$ cat config.mk
export PLATFORM = sky130hd
export DESIGN_NAME = puf_soc_race_ctrl
export DESIGN_NICKNAME = d
export VERILOG_FILES = /design/src/rtl/puf_soc_race_ctrl.sv
export SDC_FILE = /design/constraint.sdc
export NUM_CORES = 1
export LEC_CHECK = 0
export CAP_MARGIN = 20
export CORE_AREA = 2 2 110 122
export CTS_BUF_LIST = sky130_fd_sc_hd__clkbuf_4
export DETAILED_ROUTE_END_ITERATION = 7
export DIE_AREA = 0 0 112 124
export PLACE_DENSITY = 0.65
export SLEW_MARGIN = 15
export SYNTH_ARGS = -nofsm -noshare
export SYNTH_HDL_FRONTEND = slang
export SYNTH_SLANG_ARGS = --single-unit
$ cat constraint.sdc
create_clock -name i_clk -period 7.3 [get_ports i_clk]
set_clock_uncertainty 0.15 [all_clocks]
set_input_delay 1.095 -clock i_clk [delete_from_list [all_inputs] [get_ports i_clk]]
set_output_delay 1.095 -clock i_clk [all_outputs]
set_load 0.01 [all_outputs]
$ cat src/rtl/puf_soc_race_ctrl.sv
// Race sequencer for the ring-oscillator PUF datapath: walks a run of challenges,
// clears/settles/enables the RO counter pair, captures the comparator verdict (or a
// timeout) and hands one response record per challenge to the consumer.
module puf_soc_race_ctrl #(
    parameter int CNT_BIT_SIZE = 32,
    parameter int CHAL_W       = 8,
    parameter int SETTLE_CYC   = 16,
    parameter int TIMEOUT_CYC  = 65535
) (
    input  logic                    i_clk,
    input  logic                    i_rst_n,
    input  logic                    i_start,
    input  logic [CHAL_W-1:0]       i_chal_base,
    input  logic [CHAL_W-1:0]       i_chal_num,
    input  logic                    i_comp_valid,
    input  logic                    i_full_0,
    input  logic                    i_full_1,
    input  logic [CNT_BIT_SIZE-1:0] i_loser,
    output logic [CHAL_W-1:0]       o_challenge,
    output logic                    o_cnt_clr,
    output logic                    o_cnt_en,
    output logic                    o_resp_valid,
    input  logic                    i_resp_ready,
    output logic [CHAL_W-1:0]       o_resp_chal,
    output logic                    o_resp_bit,
    output logic                    o_resp_tie,
    output logic                    o_resp_timeout,
    output logic [CNT_BIT_SIZE-1:0] o_resp_loser,
    output logic                    o_busy,
    output logic                    o_done
);

    typedef enum logic [2:0] {IDLE, CLEAR, SETTLE, RACE, OUT, DONE} state_t;

    localparam logic [31:0]       SETTLE_LAST  = 32'(SETTLE_CYC - 1);
    localparam logic [31:0]       TIMEOUT_LAST = 32'(TIMEOUT_CYC - 1);
    localparam logic [CHAL_W-1:0] CHAL_ONE     = CHAL_W'(1);

    state_t                  state_q, state_d;
    logic [CHAL_W-1:0]       base_q, base_d;
    logic [CHAL_W-1:0]       num_q, num_d;
    logic [CHAL_W-1:0]       idx_q, idx_d;
    logic [31:0]             timer_q, timer_d;
    logic [CHAL_W-1:0]       chal_q, chal_d;
    logic                    bit_q, bit_d;
    logic                    tie_q, tie_d;
    logic                    tmo_q, tmo_d;
    logic [CNT_BIT_SIZE-1:0] loser_q, loser_d;
    logic                    cnt_clr_q, cnt_en_q, resp_valid_q, busy_q, done_q;

    // Next-state, run bookkeeping and record capture.
    always_comb begin
        state_d = state_q;
        base_d  = base_q;
        num_d   = num_q;
        idx_d   = idx_q;
        timer_d = timer_q;
        chal_d  = chal_q;
        bit_d   = bit_q;
        tie_d   = tie_q;
        tmo_d   = tmo_q;
        loser_d = loser_q;
        case (state_q)
            IDLE: begin
                if (i_start) begin
                    base_d = i_chal_base;
                    num_d  = i_chal_num;
                    idx_d  = '0;
                    if (i_chal_num == '0) begin
                        state_d = DONE;
                    end else begin
                        chal_d  = i_chal_base;
                        state_d = CLEAR;
                    end
                end
            end
            CLEAR: begin
                timer_d = '0;
                state_d = SETTLE;
            end
            SETTLE: begin
                if (timer_q == SETTLE_LAST) begin
                    timer_d = '0;
                    state_d = RACE;
                end else begin
                    timer_d = timer_q + 32'd1;
                end
            end
            RACE: begin
                // A verdict on the last enabled cycle takes priority over timeout.
                if (i_comp_valid) begin
                    bit_d   = i_full_1 & ~i_full_0;
                    tie_d   = i_full_1 & i_full_0;
                    tmo_d   = 1'b0;
                    loser_d = i_loser;
                    state_d = OUT;
                end else if (timer_q == TIMEOUT_LAST) begin
                    bit_d   = 1'b0;
                    tie_d   = 1'b0;
                    tmo_d   = 1'b1;
                    loser_d = '0;
                    state_d = OUT;
                end else begin
                    timer_d = timer_q + 32'd1;
                end
            end
            OUT: begin
                if (i_resp_ready) begin
                    if (idx_q == num_q - CHAL_ONE) begin
                        state_d = DONE;
                    end else begin
                        idx_d   = idx_q + CHAL_ONE;
                        chal_d  = base_q + idx_q + CHAL_ONE;
                        state_d = CLEAR;
                    end
                end
            end
            DONE: begin
                state_d = IDLE;
            end
            default: begin
                state_d = IDLE;
            end
        endcase
    end

    // State and datapath registers; control outputs are registered from the next state
    // so they line up exactly with the state they belong to.
    always_ff @(posedge i_clk) begin
        if (!i_rst_n) begin
            state_q      <= IDLE;
            base_q       <= '0;
            num_q        <= '0;
            idx_q        <= '0;
            timer_q      <= '0;
            chal_q       <= '0;
            bit_q        <= 1'b0;
            tie_q        <= 1'b0;
            tmo_q        <= 1'b0;
            loser_q      <= '0;
            cnt_clr_q    <= 1'b0;
            cnt_en_q     <= 1'b0;
            resp_valid_q <= 1'b0;
            busy_q       <= 1'b0;
            done_q       <= 1'b0;
        end else begin
            state_q      <= state_d;
            base_q       <= base_d;
            num_q        <= num_d;
            idx_q        <= idx_d;
            timer_q      <= timer_d;
            chal_q       <= chal_d;
            bit_q        <= bit_d;
            tie_q        <= tie_d;
            tmo_q        <= tmo_d;
            loser_q      <= loser_d;
            cnt_clr_q    <= (state_d == CLEAR);
            cnt_en_q     <= (state_d == RACE);
            resp_valid_q <= (state_d == OUT);
            busy_q       <= (state_d != IDLE);
            done_q       <= (state_d == DONE);
        end
    end

    assign o_challenge    = chal_q;
    assign o_cnt_clr      = cnt_clr_q;
    assign o_cnt_en       = cnt_en_q;
    assign o_resp_valid   = resp_valid_q;
    assign o_resp_chal    = chal_q;
    assign o_resp_bit     = bit_q;
    assign o_resp_tie     = tie_q;
    assign o_resp_timeout = tmo_q;
    assign o_resp_loser   = loser_q;
    assign o_busy         = busy_q;
    assign o_done         = done_q;

endmodule

==> flow_summary.json, run 1 <==
{
  "cp.arrival_ns": 3.43,
  "postSynth.asyncResetShare_pct": 0,
  "slew_violations": 0,
  "synthMuxAreaShare_pct": 1.26,
  "cts_sinks": 107,
  "cts-hold-fix-buffers": 0,
  "fin_setup_tns_ns": 0,
  "cp_slowest_stage_delay_ns": 0.67,
  "fmax_mhz": 314,
  "numCtsBuffers": 9,
  "synth-adder-area-share_pct": 3.18,
  "drive_gt1_share_pct": 5.47,
  "rows": 43,
  "wl_um": 12600,
  "pin_count": 111,
  "synth-edff-count": 0,
  "die_y_um": 124,
  "firstDrtPassIters": 4,
  "rsz0062_at_grt": "false",
  "clockBufferDepth": 2,
  "min_period_over_period_pct": 43.6,
  "synth.distinct_cells": 54,
  "gr-total-overflow": 0,
  "timing.critical_path.buf_inv": 1,
  "maxCapViolCount": 0,
  "netlist_top_cells_area": "dfxtp_1 (43%), nor2_1 (6.9%), nand2_1 (5.0%)",
  "synth_common_cells": "dfxtp_1 (107), nor2_1 (91), nand2_1 (66)",
  "syn-num-nets": 651,
  "synth_xor_area_share_pct": 8.13,
  "dr_total_vias": 4441,
  "dp_slack_ns": 3.62,
  "avgSynthCellArea_um2": 8.49,
  "areaGrowthSynthToFinish_pct": 27.0,
  "cp_max_fo": 17,
  "ys_warn_count": 0,
  "critPathKind": "input port to register",
  "synthSimpleGateAreaFrac_pct": 24.5,
  "synth_top_family_by_area": "simple AND/OR/NAND/NOR gates",
  "synth_compound_area_share_pct": 14.8,
  "drc": 0,
  "wl_per_cell_um": 15.2,
  "port_buffers": 110,
  "post_cts_buffers": 0,
  "clk_latency_ns": 0.48,
  "grt_pass1_wl_um": 20600,
  "vdd_drop_max_v": 0.000113,
  "root_buffer": "clkbuf_4",
  "start_kind": "input port",
  "crit_chain": "clkdlybuf4s50_1 -> and2_1 -> a21oi_1 -> a311oi_4 -> nor2_1 -> a311oi_2",
  "dieArea_um2": 13900,
  "start_util_pct": 39.4,
  "synthesis.instances": 584,
  "gp_congestion": 0.850,
  "initialDrtViolationCount": 227,
  "power.density_nw_per_um2": 177,
  "core_area_um2": 12600,
  "end_kind": "register",
  "p_leak_uw": 0.00224,
  "num_antenna_cells": 0,
  "synth_area_leader_cell": "dfxtp_1",
  "synth_most_common_cell": "dfxtp_1",
  "clkTransAtPathRegs_ns": 0.16,
  "cts-resized-gates": 0,
  "hold_ws_ns": 0.326,
  "tritoncts": "built",
  "yosys_most_used_dff": "dfxtp_1",
  "synth_area_um2": 4960,
  "multiInputGateArea_um2": 2580,
  "ys_ff_latch": 107,
  "slew_headroom_pct": 50.3,
  "via_per_inst": 5.33,
  "grt_start_max_net_pins": 62,
  "antenna_found_initial": 0,
  "grt_usage_pct": 18.3,
  "dp_hpwl_um": 9150,
  "setup-violations-final": 0,
  "hold_class": "register to register",
  "nFillCells": 1223,
  "cpLargestDelayFamily": "compound AO/OA/AOI/OAI gates",
  "fin_ws_ns": 4.11,
  "period_needed_ns": 3.19,
  "grt_pass1_vias": 4335,
  "synth_top_area_share_pct": 43.2,
  "tightestPinTransition_ns": 0.744,
  "crit_required_ns": 7.54,
  "yosysSeqAreaShare_pct": 43.2,
  "slowest_stage": "a311oi_4",
  "regArea_um2": 2140,
  "htreeDepth": 3,
  "die_width_um": 112,
  "finalHoldViolCount": 0,
  "utilization_pct": 50.0,
  "status": "finished, final reports clean",
  "antenna_violating_nets_post_route": 0,
  "power_uw": 1120,
  "final_nets": 738
}
[where the power goes]
group          internal [uW]  total (uW)  switching, uW
Clock                    116         329            213
Combinational           84.0         168           84.2
Sequential               601         618           17.7
Total                    801        1120            314
[path summary, 6_finish.rpt]
| check | cells past startpoint | slack, ns | to | from |
|---|---|---|---|---|
| min | 2 | 0.33 | base_q[6] | base_q[6] |
| max | 6 | 4.11 | o_challenge[5] | i_start |
| min reg2reg | 2 | 0.33 | base_q[6] | base_q[6] |
| max reg2reg | 9 | 4.13 | o_challenge[5] | num_q[0] |
[through the flow]
| step | cell area [um^2] | instances |
|---|---|---|
| after CTS | 6270 | 832 |
| final | 6300 | 833 |
| after global placement | 6100 | 815 |
| after floorplan | 4960 | 584 |
| after global routing | 6300 | 833 |
| after detailed placement | 6120 | 816 |
[sequential cells by signal, summed over array words and instances (netlist names), 3 cells and up]
register and count:
base_q 8, idx_q 8, num_q 8, o_challenge 8, o_resp_loser 32, state_q 3, timer_q 32
[cell families (layout without fill, tap and decap cells)]
group,count (synthesis),in the layout
compound gates,101,101
xor+xnor,46,46
flops,107,107
buf+inv,55,147
fa+ha+maj,12,12
mux,6,6
simple gates,257,257
[cells in the final DEF, fill, tap and decap left out, types with 2 or more instances in the layout]
master,n
a31oi_1,3
nor4_1,12
nor2b_1,7
a21o_1,3
o21ai_0,9
dfxtp_1,107
and3_1,10
a22oi_1,32
nor2_1,91
inv_6,2
xor2_1,20
nor4b_1,2
a21oi_1,29
a311oi_2,4
nand3_1,21
buf_8,2
mux2i_1,4
buf_4,4
xnor2_1,26
nand4_1,16
or3_1,4
o21ai_1,2
and2_1,4
clkdlybuf4s50_1,110
and4_1,5
o22ai_1,2
inv_1,14
ha_1,11
nand2_1,66
nor3_1,10
clkbuf_4,10
a311oi_1,3
mux2_2,2
[worst min-delay path, stage by stage, from the launching register on]
cell and delay [ns]:
dfxtp_1 0.35, nand2_1 0.05, a21oi_1 0.05
[per-layer routing]
| layer | share of wire, % | global-route usage (%) |
|---|---|---|
| met1 | 44 | 22.0 |
| met3 | 5.4 | 4.82 |
| met4 | 1.5 | 6.17 |
| met5 | 0 | 0 |
| met2 | 49 | 32.0 |
[cell type report]
class / count / area share (%)
Multi-Input combinational cell: 422 / 41.0
Sequential cell: 107 / 34.0
Timing Repair Buffer: 116 / 18.4
Tap cell: 157 / 3.12
Clock inverter: 6 / 1.31
Clock buffer: 10 / 1.19
Inverter: 15 / 0.894
No activity file was read; power rests on OpenSTA's default activity.
==> run 2, diff against run 1 <==
--- a/config.mk
+++ b/config.mk
@@ -10,7 +10,7 @@
 export CTS_BUF_LIST = sky130_fd_sc_hd__clkbuf_4
 export DETAILED_ROUTE_END_ITERATION = 7
 export DIE_AREA = 0 0 112 124
-export PLACE_DENSITY = 0.65
+export PLACE_DENSITY = 0.67
 export SLEW_MARGIN = 15
 export SYNTH_ARGS = -nofsm -noshare
 export SYNTH_HDL_FRONTEND = slang
==> constraint.sdc (replaced) <==
create_clock -name i_clk -period 2.7 [get_ports i_clk]
set_clock_uncertainty 0.15 [all_clocks]
set_input_delay 0.405 -clock i_clk [delete_from_list [all_inputs] [get_ports i_clk]]
set_output_delay 0.405 -clock i_clk [all_outputs]
set_load 0.01 [all_outputs]
==> run 2 against run 1 <==
Die area did not move. Final area up 3.4%. Clock power up 140%. Critical path type is now register to register.
==> flow_summary.json, run 2 (same netlist as run 1, synthesis figures left out) <==
{
  "end_kind": "register",
  "holdPathStages": 2,
  "die_width_um": 112,
  "wl_um": 12400,
  "critPathKind": "register to register",
  "reg2reg_from": "num_q[0]",
  "num_antenna_cells": 0,
  "die_y_um": 124,
  "via_per_inst": 5.27,
  "cp_max_fo": 7,
  "startpoint": "num_q[0]",
  "slew_violations": 0,
  "utilization_pct": 51.7,
  "wl_per_cell_um": 14.6,
  "firstDrtPassIters": 5,
  "power_uw": 2980,
  "numCtsBuffers": 9,
  "core_area_um2": 12600,
  "htreeDepth": 3,
  "clkTransAtPathRegs_ns": 0.17,
  "layout_common_cells": "clkdlybuf4s50_1 (110), dfxtp_1 (106), nor2_1 (90), nand2_1 (66), a22oi_1 (32)",
  "min_period_over_period_pct": 98.3,
  "grt_start_max_net_pins": 36,
  "hold_end": "base_q[2]",
  "drive_gt1_share_pct": 8.90,
  "r2r_slack_ns": 0.05,
  "initialDrtViolationCount": 215,
  "clk_latency_ns": 0.48,
  "start_util_pct": 39.4,
  "dp_hpwl_um": 9070,
  "grt_pass1_vias": 4277,
  "pin_count": 111,
  "grt_usage_pct": 17.9,
  "period_needed_ns": 2.65,
  "rows": 43,
  "finalHoldViolCount": 0,
  "status": "finished, final reports clean",
  "cts_sinks": 107,
  "areaGrowthSynthToFinish_pct": 31.2,
  "grt_pass1_wl_um": 20400,
  "gr-total-overflow": 0,
  "ff2ff_path_depth": 9,
  "dieArea_um2": 13900,
  "tightestPinTransition_ns": 0.583,
  "root_buffer": "clkbuf_4",
  "antenna_found_initial": 0,
  "antenna_violating_nets_post_route": 0,
  "drc": 0,
  "timing.rr.end": "o_challenge[1]",
  "final_nets": 759,
  "dr_total_vias": 4501,
  "slew_headroom_pct": 61.1,
  "gp_congestion": 0.844,
  "crit_required_ns": 2.94,
  "cp.arrival_ns": 2.89,
  "rsz0062_at_grt": "true",
  "tritoncts": "built",
  "setup-violations-final": 0,
  "port_buffers": 110,
  "final_common_cell": "clkdlybuf4s50_1",
  "maxCapViolCount": 0,
  "clockBufferDepth": 2,
  "p_leak_uw": 0.00237,
  "power.density_nw_per_um2": 458,
  "start_kind": "register",
  "hp-start": "base_q[2]",
  "fmax_mhz": 377,
  "hold_class": "register to register",
  "vdd_drop_max_v": 0.000231
}
-- run 2: changes by cell type in the layout (fill, tap and decap cells not counted), sizes merged --
cell	delta
clkinv	+2
buf	+20
bufinv	-1
-- run 2: critical path, stage by stage (launching register included) --
cell and delay (ns):
dfxtp_2 0.35, or4_4 0.55, o221a_1 0.27, a311oi_2 0.26
a221oi_4 0.15, a311oi_4 0.31, buf_6 0.16, buf_12 0.12
nor2_2 0.04, a311oi_2 0.23
-- run 2: per-stage QoR --
step           hold WS, ns  setup TNS, ns  setup WS (ns)  instances  area [um^2]
2_1_floorplan        0.286              0         0.0644        584         4960
3_3_place_gp         0.294              0         0.0431        834         6290
3_5_place_dp         0.307        -0.0117       -0.00599        834         6290
4_1_cts              0.318              0        0.00622        851         6440
5_1_grt              0.336         -0.146        -0.0363        854         6510
6_report             0.328              0         0.0464        854         6510
-- run 2: layout make-up --
type | count | area, um^2
well taps | 157 | 196
clock buffers | 9 | 67.6
multi-input cells | 422 | 2610
fillers | 1188 | 6080
flip-flops and latches | 107 | 2140
repair buffers | 137 | 1370
clock inverters | 7 | 60.1
inverters | 15 | 56.3
-- run 2: where the power goes --
part	total [uW]	switching (uW)	internal, uW
Clock	784	577	206
Combinational	531	250	282
Sequential	1670	43.4	1620
Total	2980	870	2110
-- run 2: what timing repair did --
action | CTS | global route
cloned | 0 | 1
endpoints found under the setup margin | 6 | 19
resized for setup | 2 | 7
setup buffers | 1 | 2
pin swaps | 1 | 7
hold endpoints to repair | 0 | 0
hold buffers | 0 | 0
-- run 2: layer usage --
metal	GRT usage, %	routed length, um	vias to the layer above
met2	31.0	6080	102
li1	-	-	2245
met1	21.9	5460	2143
met5	0	0	-
met3	4.96	780	11
met4	5.34	121	0
-- run 2: worst max path at each step --
stage	to	slack [ns]	depth (start not counted)
floorplan	o_challenge[2]	0.06	8
global placement	idx_q[5]	0.04	9
detailed placement	idx_q[5]	-0.006	9
CTS	idx_q[7]	0.006	8
global route	o_challenge[1]	-0.04	9
finish	o_challenge[1]	0.05	9
